## src/rtl/byteswap_burst_sched.sv

```systemverilog
// Burst sequencer for the in-place byteswap kernel.
//
// Accepts a job on ap_start: a base pointer (gmem_ptr) and a length
// (xfer_size_bytes). It splits the job into AXI bursts and issues read
// commands, then issues the write-back command for each burst after
// that burst's read completes. A credit limit caps the number of bursts
// that have been read-issued but not yet write-completed.
//
// Ports:
//   ap_clk, ap_rst_n           clock, asynchronous active-low reset
//   ap_start/done/idle/ready   ap_ctrl_hs handshake
//   xfer_size_bytes, gmem_ptr  job description, sampled on accept
//   rd_cmd_*                   read burst command (valid/ready)
//   wr_cmd_*                   write burst command (valid/ready)
//   rd_done, wr_done           per-burst completion pulses
module byteswap_burst_sched #(
    parameter int C_M_AXI_GMEM_ADDR_WIDTH = 64,
    parameter int C_XFER_SIZE_WIDTH       = 32,
    parameter int C_BYTES_PER_BEAT        = 4,
    parameter int C_MAX_BURST_BEATS       = 16,
    parameter int C_MAX_OUTSTANDING       = 4
) (
    input  logic                               ap_clk,
    input  logic                               ap_rst_n,
    input  logic                               ap_start,
    output logic                               ap_done,
    output logic                               ap_idle,
    output logic                               ap_ready,
    input  logic [C_XFER_SIZE_WIDTH-1:0]       xfer_size_bytes,
    input  logic [C_M_AXI_GMEM_ADDR_WIDTH-1:0] gmem_ptr,
    output logic                               rd_cmd_valid,
    input  logic                               rd_cmd_ready,
    output logic [C_M_AXI_GMEM_ADDR_WIDTH-1:0] rd_cmd_addr,
    output logic [7:0]                         rd_cmd_len,
    output logic                               wr_cmd_valid,
    input  logic                               wr_cmd_ready,
    output logic [C_M_AXI_GMEM_ADDR_WIDTH-1:0] wr_cmd_addr,
    output logic [7:0]                         wr_cmd_len,
    input  logic                               rd_done,
    input  logic                               wr_done
);

    localparam int AW        = C_M_AXI_GMEM_ADDR_WIDTH;
    localparam int XS        = C_XFER_SIZE_WIDTH;
    localparam int LOG_BPB   = $clog2(C_BYTES_PER_BEAT);
    localparam int LOG_MAX   = $clog2(C_MAX_BURST_BEATS);
    localparam int LOG_BURST = LOG_BPB + LOG_MAX;

    localparam logic [XS:0]   BEAT_RND  = (XS+1)'(C_BYTES_PER_BEAT - 1);
    localparam logic [XS:0]   BURST_RND = (XS+1)'(C_MAX_BURST_BEATS - 1);
    localparam logic [XS:0]   ONE_W     = (XS+1)'(1);
    localparam logic [XS-1:0] ONE       = XS'(1);
    localparam logic [XS-1:0] CREDITS   = XS'(C_MAX_OUTSTANDING);
    localparam logic [7:0]    FULL_LEN  = 8'(C_MAX_BURST_BEATS - 1);

    typedef enum logic [1:0] {
        S_IDLE,
        S_CALC,
        S_RUN,
        S_DONE
    } state_e;

    state_e state_q, state_d;

    logic [AW-1:0] ptr_q, ptr_d;
    logic [XS-1:0] size_q, size_d;
    logic [XS-1:0] nbursts_q, nbursts_d;
    logic [7:0]    last_len_q, last_len_d;

    logic [XS-1:0] rd_iss_q, rd_iss_d;
    logic [XS-1:0] wr_iss_q, wr_iss_d;
    logic [XS-1:0] rd_cmp_q, rd_cmp_d;
    logic [XS-1:0] wr_cmp_q, wr_cmp_d;

    logic          rd_vld_q, rd_vld_d;
    logic [AW-1:0] rd_addr_q, rd_addr_d;
    logic [7:0]    rd_len_q, rd_len_d;
    logic          wr_vld_q, wr_vld_d;
    logic [AW-1:0] wr_addr_q, wr_addr_d;
    logic [7:0]    wr_len_q, wr_len_d;

    // One extra bit so a maximum-size job cannot overflow the rounding.
    logic [XS:0] calc_beats;
    logic [XS:0] calc_bursts;
    logic [XS:0] calc_last;

    assign calc_beats  = ({1'b0, size_q} + BEAT_RND) >> LOG_BPB;
    assign calc_bursts = (calc_beats + BURST_RND) >> LOG_MAX;
    assign calc_last   = (calc_beats - ONE_W) & BURST_RND;

    function automatic logic [AW-1:0] burst_addr(
        input logic [AW-1:0] base,
        input logic [XS-1:0] idx
    );
        return base + (AW'(idx) << LOG_BURST);
    endfunction

    // Only the final burst of a job can be short.
    function automatic logic [7:0] burst_len(
        input logic [XS-1:0] idx,
        input logic [XS-1:0] nb,
        input logic [7:0]    last
    );
        return (idx == nb - ONE) ? last : FULL_LEN;
    endfunction

    // State register
    always_ff @(posedge ap_clk or negedge ap_rst_n) begin
        if (!ap_rst_n) begin
            state_q <= S_IDLE;
        end else begin
            state_q <= state_d;
        end
    end

    // Next-state logic
    always_comb begin
        state_d = state_q;
        unique case (state_q)
            S_IDLE: begin
                if (ap_start) state_d = S_CALC;
            end
            S_CALC: begin
                state_d = (calc_beats == '0) ? S_DONE : S_RUN;
            end
            S_RUN: begin
                if (wr_cmp_q == nbursts_q) state_d = S_DONE;
            end
            S_DONE: begin
                state_d = S_IDLE;
            end
            default: state_d = S_IDLE;
        endcase
    end

    // Control outputs
    always_comb begin
        ap_idle = 1'b0;
        ap_done = 1'b0;
        unique case (state_q)
            S_IDLE:  ap_idle = 1'b1;
            S_DONE:  ap_done = 1'b1;
            default: ;
        endcase
        ap_ready = ap_done;
    end

    // Job registers, counters and command registers
    always_comb begin
        ptr_d      = ptr_q;
        size_d     = size_q;
        nbursts_d  = nbursts_q;
        last_len_d = last_len_q;
        rd_iss_d   = rd_iss_q;
        wr_iss_d   = wr_iss_q;
        rd_cmp_d   = rd_cmp_q;
        wr_cmp_d   = wr_cmp_q;
        rd_vld_d   = rd_vld_q;
        rd_addr_d  = rd_addr_q;
        rd_len_d   = rd_len_q;
        wr_vld_d   = wr_vld_q;
        wr_addr_d  = wr_addr_q;
        wr_len_d   = wr_len_q;

        unique case (state_q)
            S_IDLE: begin
                if (ap_start) begin
                    ptr_d    = gmem_ptr;
                    size_d   = xfer_size_bytes;
                    rd_iss_d = '0;
                    wr_iss_d = '0;
                    rd_cmp_d = '0;
                    wr_cmp_d = '0;
                end
            end
            S_CALC: begin
                nbursts_d  = XS'(calc_bursts);
                last_len_d = 8'(calc_last);
            end
            S_RUN: begin
                if (rd_vld_q && rd_cmd_ready) rd_iss_d = rd_iss_q + ONE;
                if (wr_vld_q && wr_cmd_ready) wr_iss_d = wr_iss_q + ONE;
                // Completion pulses without an outstanding burst are dropped.
                if (rd_done && (rd_cmp_q < rd_iss_q)) rd_cmp_d = rd_cmp_q + ONE;
                if (wr_done && (wr_cmp_q < wr_iss_q)) wr_cmp_d = wr_cmp_q + ONE;
            end
            default: ;
        endcase

        // A stalled command holds; otherwise present the next eligible one
        // using the post-handshake counts so commands can go back-to-back.
        if (!(rd_vld_q && !rd_cmd_ready)) begin
            rd_vld_d  = (state_q == S_RUN)
                     && (rd_iss_d < nbursts_q)
                     && ((rd_iss_d - wr_cmp_d) < CREDITS);
            rd_addr_d = rd_vld_d ? burst_addr(ptr_q, rd_iss_d) : '0;
            rd_len_d  = rd_vld_d
                      ? burst_len(rd_iss_d, nbursts_q, last_len_q) : '0;
        end

        if (!(wr_vld_q && !wr_cmd_ready)) begin
            wr_vld_d  = (state_q == S_RUN)
                     && (wr_iss_d < nbursts_q)
                     && (rd_cmp_d > wr_iss_d);
            wr_addr_d = wr_vld_d ? burst_addr(ptr_q, wr_iss_d) : '0;
            wr_len_d  = wr_vld_d
                      ? burst_len(wr_iss_d, nbursts_q, last_len_q) : '0;
        end
    end

    always_ff @(posedge ap_clk or negedge ap_rst_n) begin
        if (!ap_rst_n) begin
            ptr_q      <= '0;
            size_q     <= '0;
            nbursts_q  <= '0;
            last_len_q <= '0;
            rd_iss_q   <= '0;
            wr_iss_q   <= '0;
            rd_cmp_q   <= '0;
            wr_cmp_q   <= '0;
            rd_vld_q   <= 1'b0;
            rd_addr_q  <= '0;
            rd_len_q   <= '0;
            wr_vld_q   <= 1'b0;
            wr_addr_q  <= '0;
            wr_len_q   <= '0;
        end else begin
            ptr_q      <= ptr_d;
            size_q     <= size_d;
            nbursts_q  <= nbursts_d;
            last_len_q <= last_len_d;
            rd_iss_q   <= rd_iss_d;
            wr_iss_q   <= wr_iss_d;
            rd_cmp_q   <= rd_cmp_d;
            wr_cmp_q   <= wr_cmp_d;
            rd_vld_q   <= rd_vld_d;
            rd_addr_q  <= rd_addr_d;
            rd_len_q   <= rd_len_d;
            wr_vld_q   <= wr_vld_d;
            wr_addr_q  <= wr_addr_d;
            wr_len_q   <= wr_len_d;
        end
    end

    assign rd_cmd_valid = rd_vld_q;
    assign rd_cmd_addr  = rd_addr_q;
    assign rd_cmd_len   = rd_len_q;
    assign wr_cmd_valid = wr_vld_q;
    assign wr_cmd_addr  = wr_addr_q;
    assign wr_cmd_len   = wr_len_q;

endmodule

```

## config.mk

```make
export PLATFORM = sky130hd
export DESIGN_NAME = byteswap_burst_sched
export DESIGN_NICKNAME = d
export VERILOG_FILES = /design/src/rtl/byteswap_burst_sched.sv
export SDC_FILE = /design/constraint.sdc
export NUM_CORES = 1
export LEC_CHECK = 0
export BUFFER_PORTS_ARGS = -buffer_cell sky130_fd_sc_hd__buf_2
export CAP_MARGIN = 20
export CORE_MARGIN = 10
export CORE_UTILIZATION = 51
export DETAILED_ROUTE_END_ITERATION = 12
export PLACE_DENSITY = 0.75
export SLEW_MARGIN = 20
export SYNTH_ARGS = -nofsm -noshare
export SYNTH_HDL_FRONTEND = slang
export SYNTH_SLANG_ARGS = --single-unit
```

## constraint.sdc

```tcl
create_clock -name ap_clk -period 7.83 [get_ports ap_clk]
set_clock_uncertainty 0.15 [all_clocks]
set_input_delay 1.566 -clock ap_clk [delete_from_list [all_inputs] [get_ports ap_clk]]
set_output_delay 1.566 -clock ap_clk [all_outputs]
set_load 0.01 [all_outputs]
```

==> summary.md <==
| Metric | Value |
|---|---|
| DRC | `0` |
| First-pass GRT wire length | `156 mm` |
| Hold wc startpoint | `wr_cmd_addr[45]` |
| I/O pin cnt | `252` |
| Final-report hold violation count | `0` |
| Number of flops mapped to enable cells by yosys | `0` |
| Initial antenna violation count | `8` |
| Place WS | `0.435 ns` |
| Max clock buf depth | `3` |
| Pre-antenna DRT Iters | `6` |
| FFs w/ async S/R, synth | `100%` |
| Fin worst setup slack | `0.670 ns` |
| RSZ-0062 raised after global routing | `false` |
| Starting density of the core | `51.4%` |
| Chip Height | `261 um` |
| Worst-path clk slew | `0.06 ns` |
| Final Max Tran Viols | `0` |
| Syn avg cell area | `8.64 sq um` |
| Placed wire-length estimate | `79.0 mm` |
| Share of the synthesized area in the top cell type | `33.5%` |
| CP Launch Type | `register` |
| Port Buffer Count | `243` |
| Largest net degree at the start of global routing | `113` |
| Post-synthesis cell area | `29,600 sq um` |
| CORE AREA | `57,600 sq um` |
| Fin crit share | `91.4%` |
| Die Wd | `261 um` |
| CTS Buf Count | `44` |
| Final Util | `58.3%` |
| DR WL/cell | `22.7 um` |
| Worst-path maximum fanout | `69` |
| Critical Path End Type | `register` |
| Max_slew headroom | `20.6%` |
| Gpl congestion | `0.996` |
| CTS Sinks | `396` |
| WS Path Type | `register to register` |
| Row cnt | `88` |
| # resized after CTS | `0` |
| Detail Route Antenna Nets | `0` |
| Placed insts | `4,382` |
| Die Footprint | `68,100 sq um` |
| Status | `finished clean` |
| Max_cap viols | `0` |
| Area Growth Syn to Fin | `13.4%` |
| Peak VDD IR | `0.211 mV` |
| Syn. warnings | `0` |
| Cells after synthesis | `3,428` |
| Critical Path AT | `7.52 ns` |
| Worst reg2reg setup slack | `0.67 ns` |
| Power Density | `334 nW/um^2` |
| Leak | `0.0160 uW` |
| Vias per Instance | `6.23` |
| DR iter-0 viols | `3,024` |
| Final critical-path required period | `7.16 ns` |
| Number of global-route vias before repair | `26.7k` |
| H-tree Lvls | `2` |
| TritonCTS clock tree | `built` |
| Vias | `27.8k` |
| Tot GR Track Use | `29.1%` |
| Routed wire length | `101 mm` |
| Share of layout cells above drive strength 1 | `15.5%` |
| CTS Hold Bufs | `0` |
| FMAX | `140 MHz` |
| Setup TNS | `0 ns` |
| Required @ worst endpoint | `8.19 ns` |
| Sequential element share of the synthesized area | `33.5%` |
| Non-filler cells, final | `4,465` |
| Worst Tran Pin Value | `1.18 ns` |
| Number of synthesized register bits | `396` |
| Hold Crit Class | `register to register` |
| Clk_lat worst skew | `0.60 ns` |
| Unique masters post-synth | `90` |
| Worst setup startpoint | `wr_cmp_q[30]` |
| Post-CTS Setup Bufs | `0` |
| Clock root cell | `clkbuf_16` |
| Gr ovfl total | `0` |
| Layout net count | `4,022` |
| RR Startpoint | `wr_cmp_q[30]` |
| Synth area leaders | `dfrtp_1, ha_1, xnor2_1, nand2_1, o21ai_0` |
| Dominant cell type by area after synthesis | `dfrtp_1` |
| Ys flop type | `dfrtp_1` |
| Total power | `11,200 uW` |
| Final Setup Violations | `0` |
[cell families after synthesis]
family	count (synthesis)	synth area share, %
muxes	115	4.33
xor gates and xnor gates	288	8.52
buffers and inverters	379	4.98
other	1	0.0127
adders and majority gates	256	10.9
DFF	396	33.5
AOI/OAI and AO/OA	887	19.3
and+or+nand+nor	1106	18.6
[metrics by stage]
stage | hold slack [ns] | cell area (sq um)
global route | 0.355 | 33600
floorplan | 0.329 | 29600
finish | 0.328 | 33600
CTS | 0.332 | 33600
global placement | 0.308 | 32000
detailed placement | 0.315 | 32000
[power breakdown]
group	switching, uW	internal, uW
logic	3300	2250
registers	840	2620
clock network	938	1270
total	5070	6140
[synth_stat cells, drive strengths merged (27+ instances only)]
master  count
a21o       80
a21oi     198
a22oi      43
and2       33
and3       47
buf        31
clkbuf    128
dfrtp     396
ha        254
inv       220
mux2      102
nand2     365
nand2b     36
nand3     126
nand4      87
nor2      175
nor2b      27
nor3       68
nor4       54
o211ai     34
o21ai     276
xnor2     171
xor2      117
[per-layer routing]
metal / wire length [um] / global-route usage (%) / vias to the layer above
li1: - / - / 12800
met1: 41600 / 38.3 / 13400
met2: 45800 / 46.1 / 1313
met3: 8940 / 5.71 / 236
met4: 4910 / 12.7 / 10
met5: 54 / 0 / -
[state kept, by name, indices dropped and copies added (netlist names)]
name,count
rd_cmd_len,4
wr_iss_q,32
rd_cmp_q,32
wr_cmd_valid,1
rd_iss_q,32
wr_cmp_q,32
rd_cmd_valid,1
rd_cmd_addr,64
size_q,32
state_q,2
ptr_q,64
last_len_q,4
wr_cmd_addr,64
nbursts_q,28
wr_cmd_len,4
[worst max-delay path: stages, from the launching register on]
cell and delay (ns):
dfrtp_1 0.47, ha_1 0.36, nand4_1 0.17, nor4_1 0.67
o211ai_1 0.26, a31oi_2 0.50, nor2_1 0.13, buf_4 0.19
nand4_1 0.10, xnor2_1 0.12, a22oi_1 0.11, ha_1 0.45
and2_1 0.23, nand3_1 0.16, o32ai_1 0.19, a221o_1 0.34
nor4_1 0.30, nand3_1 0.11, or4_1 0.52, a2111oi_2 0.22
o2111ai_1 0.18, nor4_2 0.42, nand4_4 0.16, buf_12 0.22
o21ai_0 0.25
[cell type report]
class | instances | area, sq um
Clock buffer | 54 | 1200
Fill cell | 5089 | 24000
Timing Repair Buffer | 341 | 2010
Sequential cell | 396 | 9910
Multi-Input combinational cell | 2660 | 18300
Clock inverter | 27 | 350
Tap cell | 765 | 957
Inverter | 220 | 826
Antenna cell | 2 | 5.00
[worst paths after layout]
check	to	depth (start not counted)
min in group asynchronous	size_q[31]	1
worst min-delay path	wr_cmd_addr[45]	2
worst max register to register	rd_cmd_len[0]	24
max in group asynchronous	wr_cmd_addr[2]	2
worst min register to register	wr_cmd_addr[45]	2
worst max-delay path	rd_cmd_len[0]	24
[cell usage in the layout (no fill, tap or decap), types with 12 or more instances in the layout]
cell       synthesis  layout
a211oi_1          17      16
a21o_1            80      80
a21oi_1          198     198
a22oi_1           42      42
a31oi_1           23      23
and2_1            30      30
and3_1            47      47
and4_1            20      20
buf_2              2     242
buf_4              9      94
clkbuf_16          0      44
dfrtp_1          396     396
ha_1             254     252
inv_1            220     219
mux2_2           101     101
mux2i_1           13      12
nand2_1          365     364
nand2b_1          36      36
nand3_1          125     125
nand4_1           86      86
nor2_1           175     175
nor2b_1           27      25
nor3_1            68      68
nor4_1            52      52
o211ai_1          34      34
o21a_1            24      24
o21ai_0          261     261
o21bai_1          17      17
o22ai_1           17      17
o31ai_1           20      20
o41ai_1           13      13
or3_1             16      16
or4_1             13      13
xnor2_1          171     171
xor2_1           117     117
Note: power is estimated with default switching activity, not from simulation.
